## config.mk

```make
export PLATFORM = sky130hd
export DESIGN_NAME = serial_mag_comparator
export DESIGN_NICKNAME = d
export VERILOG_FILES = /design/src/rtl/comp_pkg.sv /design/src/rtl/two_bit_gt.sv /design/src/rtl/serial_mag_comparator.sv
export SDC_FILE = /design/constraint.sdc
export NUM_CORES = 1
export LEC_CHECK = 0
export ABC_CLOCK_PERIOD_IN_PS = 2000
export CORE_MARGIN = 8
export CORE_UTILIZATION = 52
export CTS_BUF_LIST = sky130_fd_sc_hd__clkbuf_8
export CTS_CLUSTER_DIAMETER = 80
export DETAILED_ROUTE_END_ITERATION = 10
export HOLD_SLACK_MARGIN = 0.08
export PLACE_DENSITY = 0.81
export SETUP_SLACK_MARGIN = 0.2
export SYNTH_ARGS = -nofsm -noshare
export SYNTH_HDL_FRONTEND = slang
export SYNTH_SLANG_ARGS = --single-unit
```

## constraint.sdc

```tcl
create_clock -name clk -period 2 [get_ports clk]
set_input_delay 0.3 -clock clk [delete_from_list [all_inputs] [get_ports clk]]
set_output_delay 0.3 -clock clk [all_outputs]
set_load 0.02 [all_outputs]
```

## src/rtl/comp_pkg.sv

```systemverilog
// Shared types and sizing helpers for the serial magnitude comparator.
package comp_pkg;

    typedef enum logic [1:0] {IDLE, RUN, DONE} cmp_state_t;

    function automatic int slices(input int width);
        return width / 2;
    endfunction

endpackage

```

## src/rtl/two_bit_gt.sv

```systemverilog
// Two-bit unsigned greater-than stage: agtb = (a > b).
module two_bit_gt (
    input  logic [1:0] a,
    input  logic [1:0] b,
    output logic       agtb
);

    assign agtb = (a[1] & ~b[1]) |
                  (a[0] & ~b[1] & ~b[0]) |
                  (a[1] & a[0] & ~b[0]);

endmodule

```

## src/rtl/serial_mag_comparator.sv

```systemverilog
// MSB-first serial magnitude comparator: one 2-bit slice per clock, stops at
// the first differing slice and reports greater / equal / less.
module serial_mag_comparator
    import comp_pkg::*;
#(
    parameter int WIDTH = 8
) (
    input  logic             clk,
    input  logic             reset,
    input  logic             start,
    input  logic [WIDTH-1:0] a,
    input  logic [WIDTH-1:0] b,
    output logic             busy,
    output logic             done,
    output logic             agtb,
    output logic             aeqb,
    output logic             altb
);

    localparam int SLICES = slices(WIDTH);
    localparam int CW     = (SLICES > 1) ? $clog2(SLICES) : 1;

    generate
        if ((WIDTH < 2) || (WIDTH % 2 != 0)) begin : g_bad_width
            $error("serial_mag_comparator: WIDTH must be even and >= 2");
        end
    endgenerate

    cmp_state_t       state, state_next;
    logic [WIDTH-1:0] sa, sb;
    logic [CW-1:0]    cnt;
    logic             gt, lt;
    logic             accept;

    // Same stage twice: swapping the operands gives the less-than decision.
    two_bit_gt u_gt (
        .a    (sa[WIDTH-1 -: 2]),
        .b    (sb[WIDTH-1 -: 2]),
        .agtb (gt)
    );

    two_bit_gt u_lt (
        .a    (sb[WIDTH-1 -: 2]),
        .b    (sa[WIDTH-1 -: 2]),
        .agtb (lt)
    );

    assign accept = start && (state != RUN);
    assign busy   = (state == RUN);
    assign done   = (state == DONE);

    always_ff @(posedge clk) begin
        if (reset) state <= IDLE;
        else       state <= state_next;
    end

    always_comb begin
        state_next = state;
        case (state)
            IDLE, DONE: state_next = start ? RUN : IDLE;
            RUN:        if (gt || lt || (cnt == '0)) state_next = DONE;
            default:    state_next = IDLE;
        endcase
    end

    always_ff @(posedge clk) begin
        if (reset) begin
            sa   <= '0;
            sb   <= '0;
            cnt  <= '0;
            agtb <= 1'b0;
            aeqb <= 1'b0;
            altb <= 1'b0;
        end else if (accept) begin
            sa   <= a;
            sb   <= b;
            cnt  <= CW'(SLICES - 1);
            agtb <= 1'b0;
            aeqb <= 1'b0;
            altb <= 1'b0;
        end else if (state == RUN) begin
            if (gt) begin
                agtb <= 1'b1;
            end else if (lt) begin
                altb <= 1'b1;
            end else if (cnt == '0) begin
                aeqb <= 1'b1;
            end else begin
                sa  <= sa << 2;
                sb  <= sb << 2;
                cnt <= cnt - 1'b1;
            end
        end
    end

endmodule
```

# --- Word level (Yosys, flattened, before mapping) ---
# Cells that the tools add are included.
totals:
  reg_bits: 23
  latch_bits: 0
  ram_bits: 0
  romBits: 0
  inputBits: 19
  elab_cells: 65
  mem_count: 0
classes:
  n_addsub: 1
  n_mul: 0
  n_div: 0
  n_lt_le_gt_ge: 0
  n_eq_ne: 7
  n_shift: 0
  n_mux: 18
  bitwise: 20
  reduce_logical: 12
op_table:
  columns: ["op", "count"]
  rows:
  - ["8-bit 2-to-1 mux", 10]
  - ["2-bit 2-to-1 mux", 6]
  - ["1-bit bitwise AND", 10]
  - ["2-bit by 1-bit != test with 1-bit output (second input constant)", 4]
  - ["4-bit AND reduction", 2]
  - ["1-bit inverter", 6]
  - ["2-bit zero test", 2]
  - ["1-bit OR", 4]
  - ["2-bit case mux with 2 select lines", 1]
  - ["2-bit OR reduction", 2]
  - ["3-bit AND reduction", 1]
  - ["2-bit by 1-bit == test with 1-bit output (second input constant)", 1]
  - ["2-bit == test (second input constant)", 1]
  - ["1-bit logical OR", 2]
  - ["2-bit != test (second input constant)", 1]
  - ["2-bit AND reduction", 1]
  - ["2-bit nonzero test", 1]
  - ["2-bit by 1-bit subtractor with 2-bit output (second input constant)", 1]
  - ["1-bit logical AND", 1]
  - ["1-bit 2-to-1 mux", 1]

# --- Depth between registers and ports, before layout ---
# Gate-level depths: netlist (run 1).
depth:
  depth_word: 9
  ltp_mapped: 7
  ltp_nobuf: 5

# --- Cells and area by module ---
# From an unflattened synthesis (run 1), not the netlist that was laid out.
hier_totals:
  cells_unflattened: 130
  area_unflattened_um2: 1187.4
modules_own_cells:
  columns: ["mod", "instances", "cells_each", "area_each_um2", "seq_area_each_um2"]
  rows:
  - ["serial_mag_comparator", 1, 124, 1129.8, 460.4]
  - ["two_bit_gt", 2, 3, 28.8, 0.0]

# --- Least setup slack after synthesis (run 1) ---
# OpenSTA, ideal clock, no wires.
synth_timing:
  path_kind: "reg2reg"
  start: "reg cnt[0]"
  end: "reg sa[0]"
  setup_time_ps: 139
  arrival_ps: 1557
  setup_slack_ps: 304
  stages_incl_launch_ff: 8
  period_less_slack_ps: 1696
  path_cell_list: "dfxtp_1 > inv_1 > ha_1 > or4_4 > buf_6 > buf_12 > nand3_2 > a21oi_2"
synth_between:
  elab_chain_cells: 3
synth_lines:
  columns: ["item", "line_no", "text"]
  rows:
  - ["from (decl)", "serial_mag_comparator.sv:31", "logic [CW-1:0] cnt;"]
  - ["from (signal assigned)", "serial_mag_comparator.sv:77", "cnt <= CW'(SLICES - 1);"]
  - ["from (signal assigned)", "serial_mag_comparator.sv:91", "cnt <= cnt - 1'b1;"]
  - ["2-bit zero test", "serial_mag_comparator.sv:86", "end else if (cnt == '0) begin"]
  - ["2-bit != test (no line)", null, null]
  - ["4-bit AND reduction (no line)", null, null]
  - ["to (signal assigned)", "serial_mag_comparator.sv:89", "sa <= sa << 2;"]
  - ["to (decl)", "serial_mag_comparator.sv:30", "logic [WIDTH-1:0] sa, sb;"]
# Every way passes these cells.
# A chain may end at the register's enable or synchronous reset.

# --- Worst setup path in the final report (run 1) ---
layout_timing:
  start: "reg sb[7]"
  end: "reg sa[2]"
layout_between:
  elab_chain_cells: 7
  elab_cells_between_ends: 14
  cone_classes: "2 x eq/ne; 11 x bitwise; 1 x reduce/logical"
layout_lines:
  columns: ["item", "line_no", "text"]
  rows:
  - ["from (decl)", "serial_mag_comparator.sv:30", null]
  - ["from (signal assigned)", "serial_mag_comparator.sv:90", "sb <= sb << 2;"]
  - ["1-bit inverter", "two_bit_gt.sv:8, two_bit_gt.sv:9", null]
  - ["1-bit bitwise AND (2 in series)", "two_bit_gt.sv:9", "(a[0] & ~b[1] & ~b[0]) |"]
  - ["1-bit OR", "two_bit_gt.sv:8", "assign agtb = (a[1] & ~b[1]) |"]
  - ["1-bit OR", "two_bit_gt.sv:9", null]
  - ["2-bit by 1-bit != test with 1-bit output (no line)", null, null]
  - ["4-bit AND reduction (no line) *", null, null]
# Every way passes the cells marked *; elsewhere a longest branch is shown, timed or not.

==> results.md, run 1 <==
* Clock-pin slew of the registers on the worst-case setup and hold paths at 0.09 ns
* Net count, final at 169
* Port bufs at 23
* Commonest cells after routing, fill and taps aside: sky130_fd_sc_hd__dfxtp_1 (23), sky130_fd_sc_hd__clkdlybuf4s50_1 (22), sky130_fd_sc_hd__nor3_1 (18), sky130_fd_sc_hd__nor2_1 (16), sky130_fd_sc_hd__nand2_1 (10)
* Cell type group with the largest total delay on the critical path: simple AND/OR/NAND/NOR gates
* Final standard cell count with taps included and fillers excluded at 176
* Die width at 63.2 um
* Clock buffer depth at 2
* # DRC at 0
* Synthesized area at 0.00116 mm^2
* Clock root cell: sky130_fd_sc_hd__clkbuf_8
* EDFF count, synth at 0
* Worst setup SP type: register
* Synth unique cells at 28
* Slew at the pin closest to its max-slew limit at 0.392 ns
* Y dimension of the die at 63.2 um
* Sum of negative setup slack at 0 ns
* Length in cells of the worst reg-to-reg path at 4
* Number of vias per cell at 5.35
* Kind of path behind the tightest hold check: register to register
* Highest Clock Rate at 591 MHz
* CTS tree: yes
* H-tree Lvls at 1
* Sequential area share after synthesis at 0.398
* Maximum number of pins on one net before global-route repair at 24
* Worst rel slew slack at 0.738
* Buffer count from post-CTS setup fixing at 0
* CP max FO at 16
* Setup repair after global routing missed its margin: no
* Ports placed on the boundary at 24
* Die Area at 0.00399 mm^2
* Run status: completed
* Worst Hold Path Cells at 2
* Routed length per instance at 13.1 um
* Leakage at 0.527 nW
* Syn_area_per_cell at 9.26 um^2
* Number of pins exceeding their max-slew limit in the final report at 0
* Largest stage delay, worst path at 0.72 ns
* Worst Hold Path EP: sa[1]$_SDFFE_PP0P_
* R2r startpoint: sb[7]$_SDFFE_PP0P_
* Most frequent standard cell in the layout excluding fill and tap cells: sky130_fd_sc_hd__dfxtp_1
* Minimum clock period after layout at 1.69 ns
* Proportion of register bits with asynchronous set or reset after synthesis at 0
* Fraction of final layout cells with drive strength greater than 1 at 0.223
* Dpl cells at 172
* Number of buffers and inverters on the critical path at 0
* Power density over the cells at 741 mW/mm^2
* Post-synthesis net count at 145
* Number of antenna cells inserted at 0
* Gr usage total at 0.119
* End of the worst register-to-register path: sa[2]$_SDFFE_PP0P_
* Total of warnings raised by yosys at 0
* Arrival time worst endpoint at 1.83 ns
* DRC violation total after the first TritonRoute iteration at 28
* Number of antenna violations at the first check in global routing at 0
* HPWL reported at the end of detailed placement at 1620 um
* Max-capacitance violation count at 0
* Beginning of the critical path: sb[7]$_SDFFE_PP0P_
* Number of storage elements in the synthesis netlist at 23
* Req. time, crit path at 2.14 ns
* Core footprint at 0.00215 mm^2
* Hold buffer count at CTS at 0
* Type of element capturing the critical path: register
* Period utilisation layout at 0.846
* Beginning of the worst hold path: sa[1]$_SDFFE_PP0P_
* Skew-Pair Late Insertion Delay at 0.26 ns
* Crit path cell chain: xor2_2 -> or4_4 -> nand2_1 -> a311oi_1
* Worst ir drop on vdd at 489 uV
* Wire length of the first global-routing pass at 4010 um
* Main synth FF type: sky130_fd_sc_hd__dfxtp_1
* Vias after detailed routing at 942
* Via count of the first global-routing pass at 918
* Number of search-and-repair iterations in the first detailed-routing pass at 4
* Initial cell density of the core at 0.539
* Worst clock skew at 0.00860 ns
* Critical path type: register to register
* Gate count after technology mapping at 125
* Detailed Route WL at 2310 um
* GP Congestion at 0.770
* Post-synthesis to final-layout area growth at 23.7%
* Hold Vio Cnt, Final at 0
* Antenna viol nets, final at 0
* Clock sinks at 23
* CTS buffer count at 3
* Register-to-register setup slack at 0.31 ns
* Remaining Overflow, GRT at 0
* Core Rows at 17
* Final setup violation count at 0
* Slowest cell on the critical path: sky130_fd_sc_hd__or4_4
## logic make-up after synthesis
logic type	Yosys count	synth area share
buffers and inverters	14	0.0800
adders and majority gates	2	0.0195
AOI/OAI and AO/OA	14	0.0995
DFF	23	0.398
and+or+nand+nor	70	0.382
xor gates and xnor gates	2	0.0216
## registers in the layout, indices dropped and copies added (netlist names)
| name | cells |
|---|---|
| sa | 8 |
| agtb | 1 |
| cnt | 2 |
| sb | 8 |
| altb | 1 |
| aeqb | 1 |
| state | 2 |
## metal layers
metal	track usage	up-vias	wire [um]
met5	0	-	0
met4	0.0418	0	14
met3	0.0300	2	98
met2	0.204	17	1090
met1	0.140	442	1110
li1	-	481	-
## worst max-delay path by stage
stage                    endpoint  slack, ns  cells past startpoint
2_1_floorplan  sa[0]$_SDFFE_PP0P_       0.30                      7
3_3_place_gp   sa[2]$_SDFFE_PP0P_       0.31                      5
3_5_place_dp   sa[3]$_SDFFE_PP0P_       0.26                      5
4_1_cts        sa[3]$_SDFFE_PP0P_       0.26                      5
5_1_grt        sa[2]$_SDFFE_PP0P_       0.24                      4
6_report       sa[2]$_SDFFE_PP0P_       0.31                      4
## Yosys cell counts, types with 3 or more instances
| library cell | number | share of area |
|---|---|---|
| sky130_fd_sc_hd__a21oi_1 | 3 | 0.013 |
| sky130_fd_sc_hd__a21oi_2 | 5 | 0.038 |
| sky130_fd_sc_hd__buf_6 | 3 | 0.029 |
| sky130_fd_sc_hd__clkbuf_1 | 4 | 0.013 |
| sky130_fd_sc_hd__dfxtp_1 | 23 | 0.40 |
| sky130_fd_sc_hd__inv_1 | 5 | 0.016 |
| sky130_fd_sc_hd__nand2_1 | 10 | 0.032 |
| sky130_fd_sc_hd__nand3_2 | 4 | 0.035 |
| sky130_fd_sc_hd__nor2_1 | 16 | 0.052 |
| sky130_fd_sc_hd__nor2_4 | 5 | 0.049 |
| sky130_fd_sc_hd__nor3_1 | 18 | 0.078 |
| sky130_fd_sc_hd__nor4_1 | 5 | 0.027 |
| sky130_fd_sc_hd__nor4_2 | 5 | 0.054 |
## final cells by class
| cell class | count | area, um^2 |
|---|---|---|
| clock inverters | 1 | 5.00 |
| fillers | 171 | 717 |
| multi-input cells | 88 | 604 |
| repair buffers | 28 | 267 |
| inverters | 5 | 18.8 |
| well taps | 28 | 35.0 |
| clock buffers | 3 | 41.3 |
| flip-flops and latches | 23 | 460 |
## power by group
| group | internal, mW | switching, mW | total (mW) | leakage, nW |
|---|---|---|---|---|
| combinational | 0.116 | 0.126 | 0.242 | 0.312 |
| clock | 0.139 | 0.147 | 0.286 | 0.0255 |
| sequential | 0.499 | 0.0333 | 0.532 | 0.190 |
| total | 0.754 | 0.307 | 1.06 | 0.527 |
## what timing repair did
action                                  in CTS  in global routing
endpoints found under the hold margin        0                  0
pin swaps                                    0                  1
gates resized for setup                      1                  0
gates cloned                                 0                  0
endpoints found under the setup margin       1                  3
## worst register-to-register path, delay by kind of cell (launching register included)
kind,cells,cell delay [ns]
compound gates,1,0.08
xor+xnor,1,0.22
flops,1,0.38
simple gates,2,0.87
## through the flow
step / setup slack [ns] / total power [mW] / area, um^2 / util / hold WS, ns
final: 0.308 / 1.06 / 1430 / 0.666 / 0.474
after global routing: 0.236 / 1.11 / 1430 / 0.666 / 0.496
after CTS: 0.256 / 1.07 / 1430 / 0.666 / 0.478
after detailed placement: 0.258 / 0.787 / 1390 / 0.645 / 0.467
after global placement: 0.307 / 0.779 / 1390 / 0.645 / 0.455
after floorplan: 0.304 / 0.717 / 1160 / - / 0.378
No activity file was read; power rests on OpenSTA's default activity.
==> run 2: changes to the inputs <==
ABC_CLOCK_PERIOD_IN_PS = 1700   (was 2000)
clock period = 1.7 ns   (was 2 ns; I/O delays follow)
==> run 2 against run 1 <==
  * Flip-flop and latch count stayed put
  * Clock power is 19% higher
  * Final cell count is 4.5% higher
  * Utilization is 8.3 points higher
  * Critical endpoint is now sb[7]$_SDFFE_PP0P_
  * Via count is 7.3% higher
  * Global-route usage is 1.4 points higher
  * Worst hold slack better by 0.0068 ns
  * Setup slack worse by 0.24 ns
  * Count of clock-buffer cells in the layout stayed put
  * Register-to-register slack worse by 0.24 ns
  * Critical path depth is 1 higher
==> results.md, run 2 (synthesized netlist as in run 1, its figures left out) <==
* Run status: completed
* Hold Worst Slack at 0.481 ns
* Clock sinks at 23
* Leakage at 0.656 nW
* Port bufs at 23
* Length in cells of the worst reg-to-reg path at 5
* Number of antenna cells inserted at 0
* CTS tree: yes
* Crit path cell chain: xor2_4 -> or4_4 -> buf_12 -> nor2_1 -> nor4_1
* Hold Vio Cnt, Final at 0
* Die Area at 0.00399 mm^2
* Post-Route M1 WL at 1230 um
* Skew-Pair Late Insertion Delay at 0.26 ns
* GP Congestion at 0.787
* Highest Clock Rate at 612 MHz
* Critical path type: register to register
* Period utilisation layout at 0.961
* Register-to-register setup slack at 0.07 ns
* Detailed Route WL at 2790 um
* Req. time, crit path at 1.85 ns
* Largest stage delay, worst path at 0.58 ns
* Top Metal Used: met4
* Post-synthesis to final-layout area growth at 39.1%
* Max-capacitance violation count at 0
* Largest regs: sa x8, sb x8
* Clock-pin slew of the registers on the worst-case setup and hold paths at 0.08 ns
* CTS buffer count at 3
* Setup repair after global routing missed its margin: yes
* Cell depth of the worst setup path at 5
* Number of buffers and inverters on the critical path at 1
* Sequential cell area at 469 um^2
* Slew at the pin closest to its max-slew limit at 0.284 ns
* Antenna viol nets, final at 0
* Footprint of the multi-input gates at 646 um^2
* FILL cells at 154
* R2r startpoint: sa[6]$_SDFFE_PP0P_
* Slowest cell on the critical path: sky130_fd_sc_hd__or4_4
* Sum of negative setup slack at 0 ns
* DRC violation total after the first TritonRoute iteration at 27
* Routed length per instance at 15.2 um
* Final setup violation count at 0
* # DRC at 0
* Fraction of final layout cells with drive strength greater than 1 at 0.333
* Y dimension of the die at 63.2 um
* Maximum number of pins on one net before global-route repair at 24
* Beginning of the worst hold path: sa[0]$_SDFFE_PP0P_
* Type of element capturing the critical path: register
* Remaining Overflow, GRT at 0
* H-tree Lvls at 1
* Via count of the first global-routing pass at 1025
* Wire length of the first global-routing pass at 4440 um
* Worst rel slew slack at 0.809
* Commonest cells after routing, fill and taps aside: sky130_fd_sc_hd__nor3_1 (18), sky130_fd_sc_hd__dfxtp_1 (18), sky130_fd_sc_hd__clkdlybuf4s50_1 (18), sky130_fd_sc_hd__nor2_1 (15), sky130_fd_sc_hd__nand2_1 (10)
* Worst Hold Path Cells at 2
* Arrival time worst endpoint at 1.78 ns
* Power density over the cells at 830 mW/mm^2
* Core Rows at 17
* Number of antenna violations at the first check in global routing at 0
* Clock root cell: sky130_fd_sc_hd__clkbuf_8
* Initial cell density of the core at 0.539
* HPWL reported at the end of detailed placement at 1680 um
* Hold buffer count at CTS at 0
* Cell type group with the largest total delay on the critical path: simple AND/OR/NAND/NOR gates
* Ports placed on the boundary at 24
* Worst ir drop on vdd at 699 uV
* CP max FO at 6
* Net count, final at 177
* End of the worst register-to-register path: sb[7]$_SDFFE_PP0P_
* Kind of path behind the tightest hold check: register to register
* Gr usage total at 0.133
* Number of pins exceeding their max-slew limit in the final report at 0
* Clock buffer depth at 2
* Worst setup SP type: register
* Number of vias per cell at 5.49
* Minimum clock period after layout at 1.63 ns
* Worst clock skew at 0.00240 ns
* Vias after detailed routing at 1011
* Core footprint at 0.00215 mm^2
* Number of search-and-repair iterations in the first detailed-routing pass at 4
* Die width at 63.2 um
* Total met2 wirelength after detailed routing at 1380 um
* Worst Hold Path EP: sa[0]$_SDFFE_PP0P_
* Routed wl met3 at 151 um
-- run 2: cell count changes in the layout (fill, tap and decap cells not counted), sizes merged --
cell,delta
buf,+7
dlygate4sd2,+1
dlymetal6s2s,+3
clkdlybuf4s50,-4
clkbuf,+1
-- run 2: final cells by class --
class,count,area share
clock buffers,3,0.0256
clock inverters,1,0.00311
inverters,5,0.0117
multi-input cells,88,0.401
flip-flops and latches,23,0.291
well taps,28,0.0218
repair buffers,36,0.246
-- run 2: timing repair --
item / 4_1_cts / 5_1_grt
pin swaps: 1 / 2
endpoints found under the setup margin: 19 / 20
gates resized for setup: 7 / 8
cloned: 0 / 1
setup buffers: 5 / 2
-- run 2: metrics by stage --
step / total power, mW / cells / worst slack (ns) / utilization / cell area (um^2)
2_1_floorplan: 0.857 / 125 / 0.112 / - / 1180
3_3_place_gp: 0.940 / 172 / 0.120 / 0.667 / 1430
3_5_place_dp: 0.952 / 172 / 0.0665 / 0.667 / 1430
4_1_cts: 1.31 / 181 / 0.158 / 0.718 / 1540
5_1_grt: 1.40 / 184 / 0.0310 / 0.750 / 1610
6_report: 1.34 / 184 / 0.0664 / 0.750 / 1610
-- run 2: worst max-delay path by stage --
stage / from / endpoint / slack (ns)
after floorplan: cnt[0]$_SDFFE_PP0P_ / sb[2]$_SDFFE_PP0P_ / 0.11
after global placement: cnt[0]$_SDFFE_PP0P_ / sa[2]$_SDFFE_PP0P_ / 0.12
after detailed placement: cnt[1]$_SDFFE_PP0P_ / sa[3]$_SDFFE_PP0P_ / 0.07
after CTS: sb[6]$_SDFFE_PP0P_ / sb[6]$_SDFFE_PP0P_ / 0.16
after global routing: sa[6]$_SDFFE_PP0P_ / sb[7]$_SDFFE_PP0P_ / 0.03
final: sa[6]$_SDFFE_PP0P_ / sb[7]$_SDFFE_PP0P_ / 0.07
-- run 2: metal layers --
layer / GRT usage / vias to the layer above
met2: 0.228 / 25
met4: 0.0501 / 0
met1: 0.151 / 484
li1: - / 497
met5: 0 / -
met3: 0.0406 / 5
-- run 2: worst reg2reg max path: stages (launching register included) --
cell and delay (ns):
sky130_fd_sc_hd__dfxtp_2 0.37, sky130_fd_sc_hd__xor2_4 0.20, sky130_fd_sc_hd__or4_4 0.59, sky130_fd_sc_hd__buf_12 0.18
sky130_fd_sc_hd__nor2_1 0.11, sky130_fd_sc_hd__nor4_1 0.08
-- run 2: where the power goes --
| part | switching (mW) | leakage, nW | internal, mW |
|---|---|---|---|
| registers | 0.0464 | 0.192 | 0.590 |
| logic | 0.172 | 0.439 | 0.188 |
| clock network | 0.176 | 0.0255 | 0.164 |
| total | 0.395 | 0.656 | 0.941 |
==> run 3: changes to the inputs <==
SLEW_MARGIN = 20   (was not set)
==> results of run 3 <==
Same layout as run 2: the final DEF is identical, and so are final timing and power.
